$ cat src/rtl/alu_control_fsm.sv
// Multi-cycle issue/control unit for the MIPS32 ALU: it decodes opcode/funct into an
// ALU operation code, selects the operands, then captures the result and its flags.
module alu_control_fsm #(
  parameter int SIZEDATA = 32,
  parameter int OP       = 4
) (
  input  logic                clk,
  input  logic                rst_n,
  input  logic                valid_in,
  output logic                ready_out,
  input  logic [5:0]          opcode,
  input  logic [5:0]          funct,
  input  logic [SIZEDATA-1:0] rs_dato,
  input  logic [SIZEDATA-1:0] rt_dato,
  input  logic [15:0]         imm,
  output logic [OP-1:0]       operador,
  output logic [SIZEDATA-1:0] a,
  output logic [SIZEDATA-1:0] b,
  input  logic [SIZEDATA-1:0] resultado,
  output logic                valid_out,
  input  logic                ready_in,
  output logic [SIZEDATA-1:0] resultado_out,
  output logic                cero,
  output logic                branch_tomado,
  output logic                error
);

  typedef enum logic [1:0] {IDLE, DECODE, EXEC, DONE} state_t;

  localparam logic [OP-1:0] ALU_AND = OP'(4'b0000);
  localparam logic [OP-1:0] ALU_OR  = OP'(4'b0001);
  localparam logic [OP-1:0] ALU_ADD = OP'(4'b0010);
  localparam logic [OP-1:0] ALU_SUB = OP'(4'b0110);
  localparam logic [OP-1:0] ALU_SLT = OP'(4'b0111);
  localparam logic [OP-1:0] ALU_NOR = OP'(4'b1100);

  state_t              state;
  logic [5:0]          opcode_q;
  logic [5:0]          funct_q;
  logic [SIZEDATA-1:0] rs_q;
  logic [SIZEDATA-1:0] rt_q;
  logic [15:0]         imm_q;
  logic                err_q;
  logic                beq_q;

  logic [OP-1:0]       dec_op;
  logic [SIZEDATA-1:0] dec_b;
  logic                dec_err;
  logic [SIZEDATA-1:0] imm_sext;
  logic [SIZEDATA-1:0] imm_zext;

  assign imm_sext = {{(SIZEDATA-16){imm_q[15]}}, imm_q};
  assign imm_zext = {{(SIZEDATA-16){1'b0}}, imm_q};

  // Handshake strobes are pure decodes of the state register, so reset drives them at once.
  assign ready_out = (state == IDLE);
  assign valid_out = (state == DONE);

  always_comb begin
    // NOTE: every output of this block gets a default first so no latch can be inferred.
    dec_op  = ALU_AND;
    dec_b   = '0;
    dec_err = 1'b0;
    unique case (opcode_q)
      6'b000000: begin
        dec_b = rt_q;
        unique case (funct_q)
          6'b100100: dec_op = ALU_AND;
          6'b100101: dec_op = ALU_OR;
          6'b100000: dec_op = ALU_ADD;
          6'b100010: dec_op = ALU_SUB;
          6'b101010: dec_op = ALU_SLT;
          6'b100111: dec_op = ALU_NOR;
          default: begin
            dec_b   = '0;
            dec_err = 1'b1;
          end
        endcase
      end
      6'b001000, 6'b100011, 6'b101011: begin
        dec_op = ALU_ADD;
        dec_b  = imm_sext;
      end
      6'b001010: begin
        dec_op = ALU_SLT;
        dec_b  = imm_sext;
      end
      6'b001100: begin
        dec_op = ALU_AND;
        dec_b  = imm_zext;
      end
      6'b001101: begin
        dec_op = ALU_OR;
        dec_b  = imm_zext;
      end
      6'b000100: begin
        dec_op = ALU_SUB;
        dec_b  = rt_q;
      end
      default: dec_err = 1'b1;
    endcase
  end

  // NOTE: sequential state uses non-blocking assignments so all registers update together.
  always_ff @(posedge clk or negedge rst_n) begin
    if (!rst_n) begin
      state         <= IDLE;
      opcode_q      <= '0;
      funct_q       <= '0;
      rs_q          <= '0;
      rt_q          <= '0;
      imm_q         <= '0;
      err_q         <= 1'b0;
      beq_q         <= 1'b0;
      operador      <= '0;
      a             <= '0;
      b             <= '0;
      resultado_out <= '0;
      cero          <= 1'b0;
      branch_tomado <= 1'b0;
      error         <= 1'b0;
    end else begin
      unique case (state)
        IDLE: begin
          if (valid_in) begin
            opcode_q <= opcode;
            funct_q  <= funct;
            rs_q     <= rs_dato;
            rt_q     <= rt_dato;
            imm_q    <= imm;
            state    <= DECODE;
          end
        end
        DECODE: begin
          operador <= dec_op;
          a        <= rs_q;
          b        <= dec_b;
          err_q    <= dec_err;
          beq_q    <= (opcode_q == 6'b000100);
          state    <= EXEC;
        end
        EXEC: begin
          // Zero is derived from the captured result, not from any ALU zero output.
          resultado_out <= resultado;
          cero          <= (resultado == '0);
          branch_tomado <= beq_q && (resultado == '0);
          error         <= err_q;
          state         <= DONE;
        end
        DONE: begin
          if (ready_in) state <= IDLE;
        end
        default: state <= IDLE;
      endcase
    end
  end

endmodule

$ cat config.mk
export PLATFORM = sky130hd
export DESIGN_NAME = alu_control_fsm
export DESIGN_NICKNAME = d
export VERILOG_FILES = /design/src/rtl/alu_control_fsm.sv
export SDC_FILE = /design/constraint.sdc
export NUM_CORES = 1
export LEC_CHECK = 0
export ABC_AREA = 1
export CORE_UTILIZATION = 48
export CTS_CLUSTER_DIAMETER = 50
export DETAILED_ROUTE_END_ITERATION = 8
export PLACE_DENSITY_LB_ADDON = 0.15
export SLEW_MARGIN = 0
export SYNTH_ARGS = -nofsm -noshare
export SYNTH_HDL_FRONTEND = slang
export SYNTH_SLANG_ARGS = --single-unit
export TNS_END_PERCENT = 30
$ cat constraint.sdc
create_clock -name clk -period 2 [get_ports clk]
set_clock_uncertainty 0.15 [all_clocks]
set_input_delay 0.2 -clock clk [delete_from_list [all_inputs] [get_ports clk]]
set_output_delay 0.2 -clock clk [all_outputs]
set_load 0.02 [all_outputs]
Word level (Yosys, flattened, before mapping). Index checks and enable logic that the tools add are counted.

Output and inout bits: 105. Logic and storage cells: 53. Register bits: 199. Bits of input ports: 128.

Reductions and logical operators: 11. Eq/ne operators: 18. Mux-type cells: 9.

Operators by type and width (number): $pmux W32 S4 (1); $eq A6 B6 Y1 const B (8); $pmux W4 S5 (2); $logic_not A32 Y1 (1); $mux W32 (1); $eq A6 B4 Y1 const B (4); $pmux W2 S4 (1); $reduce_or A7 Y1 (1); $eq A6 B3 Y1 const B (1); $logic_not A6 Y1 (1); $reduce_or A6 Y1 (1); $eq A2 B2 Y1 const B (2); $mux W2 (2); $reduce_and A2 Y1 (2); $reduce_or A4 Y1 (1); $reduce_or A3 Y1 (1); $eq A2 B1 Y1 const B (1); $logic_not A2 Y1 (1); $ne A2 B1 Y1 const B (1); $ne A2 B2 Y1 const B (1); $pmux W1 S2 (1); $reduce_or A2 Y1 (1); $logic_and A1 B1 Y1 (1); $mux W1 (1).

Longest topological paths before layout.
Depth in word-level cells: 4. Mapped depth: 10. Gate-level depth less buffers: 10.

Worst setup path after synthesis. No wires, ideal clock.

Path type: reg-to-reg. Start: register state[0]. End: register imm_q[0]. Required time: 1.717 ns. Path buffers: 2. Cell stages (with the launch flop): 7. Path slack: 0.142 ns. Period minus slack after synthesis: 1.858 ns. Arrival: 1.575 ns. Library setup time: 0.133 ns. Cell sequence: dfrtp_1 -> inv_1 -> ha_1 -> nand2_1 -> clkbuf_1 -> buf_1 -> a21oi_1.

Longest elaborated chain between the ends: 2.

Ends and longest elaborated chain: start: declaration (RTL line 37) `state_t state;`; start signal: assignment (RTL line 107) `state <= IDLE;`; start signal: assignment (RTL line 131) `state <= DECODE;`; start signal: assignment (RTL line 140) `state <= EXEC;`; $logic_not A2 Y1; net ready_out (RTL line 10) `output logic ready_out,`; $reduce_and A2 Y1 (no line); end signal: assignment (RTL line 130) `imm_q <= imm;`; end: declaration (RTL line 42) `logic [15:0] imm_q;`.

The timed path passes the listed nets, and every way through them passes these cells. A chain may end at the register's enable or synchronous reset.

Worst setup path after layout.
Start: register state[0]. End: output ready_out.

Longest elaborated chain between the ends: 1.

Ends and longest elaborated chain: $logic_not A2 Y1 (RTL line 56) `assign ready_out = (state == IDLE);`; end: declaration (RTL line 10).

No other way between the ends.

==> flow_summary.html <==
<table>
<tr><th>Metric</th><th>Value</th></tr>
<tr><th colspan="2">Drt</th></tr>
<tr><td>Detail Route Antenna Nets</td><td>0</td></tr>
<tr><td>Iteration-0 DRC count of the detailed router</td><td>385</td></tr>
<tr><td>Via/cell ratio</td><td>roughly 5.0</td></tr>
<tr><td>DRT Pass-1 Iters</td><td>5</td></tr>
<tr><td>DR vias</td><td>around 7000</td></tr>
<tr><td>Routed Wire Length</td><td>21390 um</td></tr>
<tr><td>Routed wirelength normalized by instance count</td><td>14.95 um</td></tr>
<tr><td>Count of unresolved DRC violations after routing</td><td>0</td></tr>
<tr><th colspan="2">Floorplanning</th></tr>
<tr><td>Initial Util</td><td>0.4919</td></tr>
<tr><td># IOs</td><td>233</td></tr>
<tr><td>Overall die height</td><td>135.4 um</td></tr>
<tr><td>Area of the die</td><td>18330 um2</td></tr>
<tr><td>Die Width</td><td>between 100 and 150 um</td></tr>
<tr><td>Core region area</td><td>17360 um2</td></tr>
<tr><td>Floorplan row count</td><td>48</td></tr>
<tr><th colspan="2">Layout</th></tr>
<tr><td>Share of layout cells above drive strength 1</td><td>0.1104</td></tr>
<tr><td>Nets@finish</td><td>1324</td></tr>
<tr><td>Number of antenna cells inserted</td><td>0</td></tr>
<tr><td>Filler cells</td><td>1383</td></tr>
<tr><td>Synth-to-Final Area Change</td><td>39.07%</td></tr>
<tr><td>Layout Cells excl Fill</td><td>roughly 1400</td></tr>
<tr><th colspan="2">Global routing</th></tr>
<tr><td>Total gr overflow</td><td>0</td></tr>
<tr><td>Number of global-route vias before repair</td><td>slightly below 7000</td></tr>
<tr><td>Number of antenna violations at the first check in global routing</td><td>0</td></tr>
<tr><td>Pin count of the biggest net entering global routing</td><td>69</td></tr>
<tr><td>Global router's overall resource usage</td><td>0.2435</td></tr>
<tr><td>First-pass GRT wire length</td><td>about 35000 um</td></tr>
<tr><th colspan="2">Timing</th></tr>
<tr><td>Number of hold violations in the final report</td><td>0</td></tr>
<tr><td>Fin Setup TNS</td><td>0 ns</td></tr>
<tr><td>Final critical delay including setup and external delays</td><td>1.881 ns</td></tr>
<tr><td>Hold WS</td><td>0.1611 ns</td></tr>
<tr><td>Period Utilization, post-route</td><td>0.9403</td></tr>
<tr><td>Worst Tran Pin Value</td><td>0.5082 ns</td></tr>
<tr><td>Worst max-slew margin expressed relative to the limit</td><td>0.6612</td></tr>
<tr><td>Number of endpoints failing setup at the final stage</td><td>0</td></tr>
<tr><td>Worst-case setup margin in the final layout</td><td>between 0.1 and 0.15 ns</td></tr>
<tr><td>RSZ-0062 raised after global routing</td><td>no</td></tr>
<tr><td>Max Clk Rate</td><td>531.7 MHz</td></tr>
<tr><td>Final-report max-slew violation count</td><td>0</td></tr>
<tr><th colspan="2">Hold path</th></tr>
<tr><td>Worst min-delay path category</td><td>in -&gt; async</td></tr>
<tr><th colspan="2">CTS</th></tr>
<tr><td>Worst-skew pair later-pin latency</td><td>0.43 ns</td></tr>
<tr><td>Clock-pin slew reported for the worst setup and hold paths after clock tree synthesis</td><td>around 0.070 ns</td></tr>
<tr><td>Buffers from clock root to sink, at most</td><td>2</td></tr>
<tr><td>H-Tree Level Count</td><td>4</td></tr>
<tr><td>Clock tree root driver cell</td><td>clkbuf_16</td></tr>
<tr><td>Number of clock buffers inserted by TritonCTS</td><td>17</td></tr>
<tr><td>Clock tree sinks</td><td>199</td></tr>
<tr><td>Clock tree from TritonCTS</td><td>done</td></tr>
<tr><th colspan="2">Setup path</th></tr>
<tr><td>Slowest stage cell on the critical path</td><td>dfrtp_1</td></tr>
<tr><td>Crit-path leading delay family</td><td>buffers and inverters</td></tr>
<tr><td>Largest fanout on the critical path</td><td>4</td></tr>
<tr><td>CP endpoint kind</td><td>output pin</td></tr>
<tr><td>Endpoint arrival time on the critical path</td><td>around 1.5 ns</td></tr>
<tr><td>Critical Path Source Type</td><td>flip-flop</td></tr>
<tr><td>Cell-by-cell listing of the critical path</td><td>inv_1 &gt; ha_2 &gt; dlygate4sd2_1</td></tr>
<tr><td>Crit path buf inv count</td><td>2</td></tr>
<tr><td>Delay contributed by the slowest stage of the critical path</td><td>0.41 ns</td></tr>
<tr><td>Setup Crit Path Kind</td><td>reg -&gt; out</td></tr>
<tr><td>Critical Path RT</td><td>1.65 ns</td></tr>
<tr><th colspan="2">Synthesis</th></tr>
<tr><td>Top cell type by total area after synthesis</td><td>dfrtp_1</td></tr>
<tr><td>Gate count after technology mapping</td><td>957</td></tr>
<tr><td>Commonest cells in the synthesized netlist</td><td>333 x nand2_1, 199 x dfrtp_1, 113 x nor2_1, 72 x nand3_1, 50 x inv_1</td></tr>
<tr><td>Share of the yosys chip area belonging to registers</td><td>0.5832</td></tr>
<tr><td>Library cell with the highest instance count after synthesis</td><td>nand2_1</td></tr>
<tr><td>Number of flops mapped to enable cells by yosys</td><td>0</td></tr>
<tr><td>Distinct cell type count of the synthesized netlist</td><td>28</td></tr>
<tr><td>Top flip-flop cell by instance count after synthesis</td><td>dfrtp_1</td></tr>
<tr><td>Count of synthesis-stage warnings from yosys</td><td>0</td></tr>
<tr><td>Nets in the synthesized netlist</td><td>1089</td></tr>
<tr><td>Syn Std Cell Area</td><td>8538 um2</td></tr>
<tr><td>Area share of the largest cell type after synthesis</td><td>0.5832</td></tr>
<tr><td>Synth Register Bits</td><td>199</td></tr>
<tr><td>Async set-or-reset flop fraction in the synthesized netlist</td><td>1.000</td></tr>
<tr><td>Largest cells by area after synthesis</td><td>dfrtp_1 58%, nand2_1 15%, mux2_2 6.5%</td></tr>
<tr><td>Post-synthesis average cell area</td><td>8.922 um2</td></tr>
<tr><th colspan="2">Run status</th></tr>
<tr><td>Status</td><td>finished clean</td></tr>
<tr><th colspan="2">Pwr</th></tr>
<tr><td>Maximum vdd drop</td><td>0.0007367 V</td></tr>
<tr><td>Standby leakage power</td><td>0.005861 uW</td></tr>
<tr><td>Cell Pwr Density</td><td>approximately 1500 nW/um2</td></tr>
<tr><td>Pwr Total</td><td>17570 uW</td></tr>
<tr><th colspan="2">Placed design</th></tr>
<tr><td>Worst slack, placed</td><td>0.1912 ns</td></tr>
<tr><td>Placed instance count</td><td>1397</td></tr>
<tr><td>Gp weighted congestion</td><td>0.8452</td></tr>
<tr><td>DP Wirelength</td><td>roughly 15000 um</td></tr>
<tr><td>Port bufs</td><td>between 200 and 250</td></tr>
<tr><th colspan="2">Run</th></tr>
<tr><td>Max-cap violations</td><td>0</td></tr>
</table>
-- layout by cell type, fill, tap and decap left out, types with 2 or more instances in the layout --
master,netlist,final
nor2_2,2,2
nand3_1,72,71
nand2_1,333,332
inv_8,0,3
o21ai_0,9,9
buf_12,0,9
inv_6,0,5
clkinv_4,0,2
nand4_1,3,3
clkinvlp_4,0,2
nand2_2,4,4
a21oi_1,49,49
clkdlybuf4s50_1,0,229
inv_2,7,7
buf_4,2,21
inv_1,50,50
clkbuf_8,0,2
clkbuf_16,0,17
nor4_1,4,4
ha_2,0,2
nor3_1,4,4
nor2_1,113,113
ha_1,4,2
mux2_2,49,49
dfrtp_1,199,199
nand2_4,1,2
-- timing repair --
item | CTS | global route
resized for setup | 1 | 2
hold endpoints to repair | 50 | 0
hold buffers | 1 | 0
setup buffers | 0 | 0
endpoints found under the setup margin | 1 | 2
-- final cells by class --
cell class / count / area, um2 / share of cell area
multi-input combinational: 653 / 3124 / 0.2631
sequential: 199 / 4980 / 0.4194
clock buffer: 18 / 439.2 / 0.03699
clock inverter: 14 / 156.4 / 0.01317
tap: 225 / 281.5 / 0.02371
timing repair buffer: 263 / 2675 / 0.2253
inverter: 58 / 217.7 / 0.01834
-- metrics by stage --
stage,utilization,cell area (um2)
after floorplan,-,8538
after global placement,0.6490,11260
after detailed placement,0.6490,11260
after CTS,0.6838,11870
after global routing,0.6841,11870
final,0.6841,11870
-- worst register-to-register path, cell delays in order, from the launching register on --
cell     delay [ns]
dfrtp_1        0.38
inv_1          0.09
ha_2           0.22
nand2_4        0.17
buf_12         0.24
buf_4          0.25
nor2_1         0.06
a21oi_1        0.11
-- power breakdown --
group	internal (uW)	leakage (uW)	switching (uW)	total, uW
Sequential	5820	0.00242	998	6820
Clock	1810	0.000287	1630	3440
Combinational	3270	0.00316	4040	7310
-- worst paths after layout --
| check | startpoint | to | slack (ns) | depth (start not counted) |
|---|---|---|---|---|
| hold reg to reg | a[18] | a[18] | 0.32 | 2 |
| min in group clk | imm[1] | imm_q[1] | 0.18 | 3 |
| max in group asynchronous | rst_n | b[25] | 0.91 | 3 |
| setup / recovery | state[0] | ready_out | 0.12 | 3 |
| setup reg to reg | state[0] | rt_q[14] | 0.25 | 7 |
| hold / removal | rst_n | a[17] | 0.16 | 2 |
-- kinds of logic after synthesis --
group                    Yosys count  share of synthesized area
multiplexers                      49                    0.06462
AND/OR/NAND/NOR                  538                     0.2548
buffers and inverters            105                    0.05290
flip-flops                       199                     0.5832
AO/OA/AOI/OAI                     62                    0.03854
adder cells (fa/ha/maj)            4                   0.005862
-- state kept, by name, indices dropped and copies added, names as in the netlist --
signal	cells
resultado_out	32
error	1
cero	1
operador	4
opcode_q	6
a	32
funct_q	6
beq_q	1
state	2
imm_q	16
rt_q	32
branch_tomado	1
err_q	1
b	32
rs_q	32
-- layer usage --
layer	vias to the layer above	global-route usage	wire [um]	part of all wire
met4	0	0.09426	454	0.021
met2	220	0.3989	10220	0.48
met3	32	0.04602	1239	0.058
met5	-	0	0	0
met1	3390	0.3207	9472	0.44
li1	3497	-	-	-
Note: power is estimated with default switching activity, not from simulation.
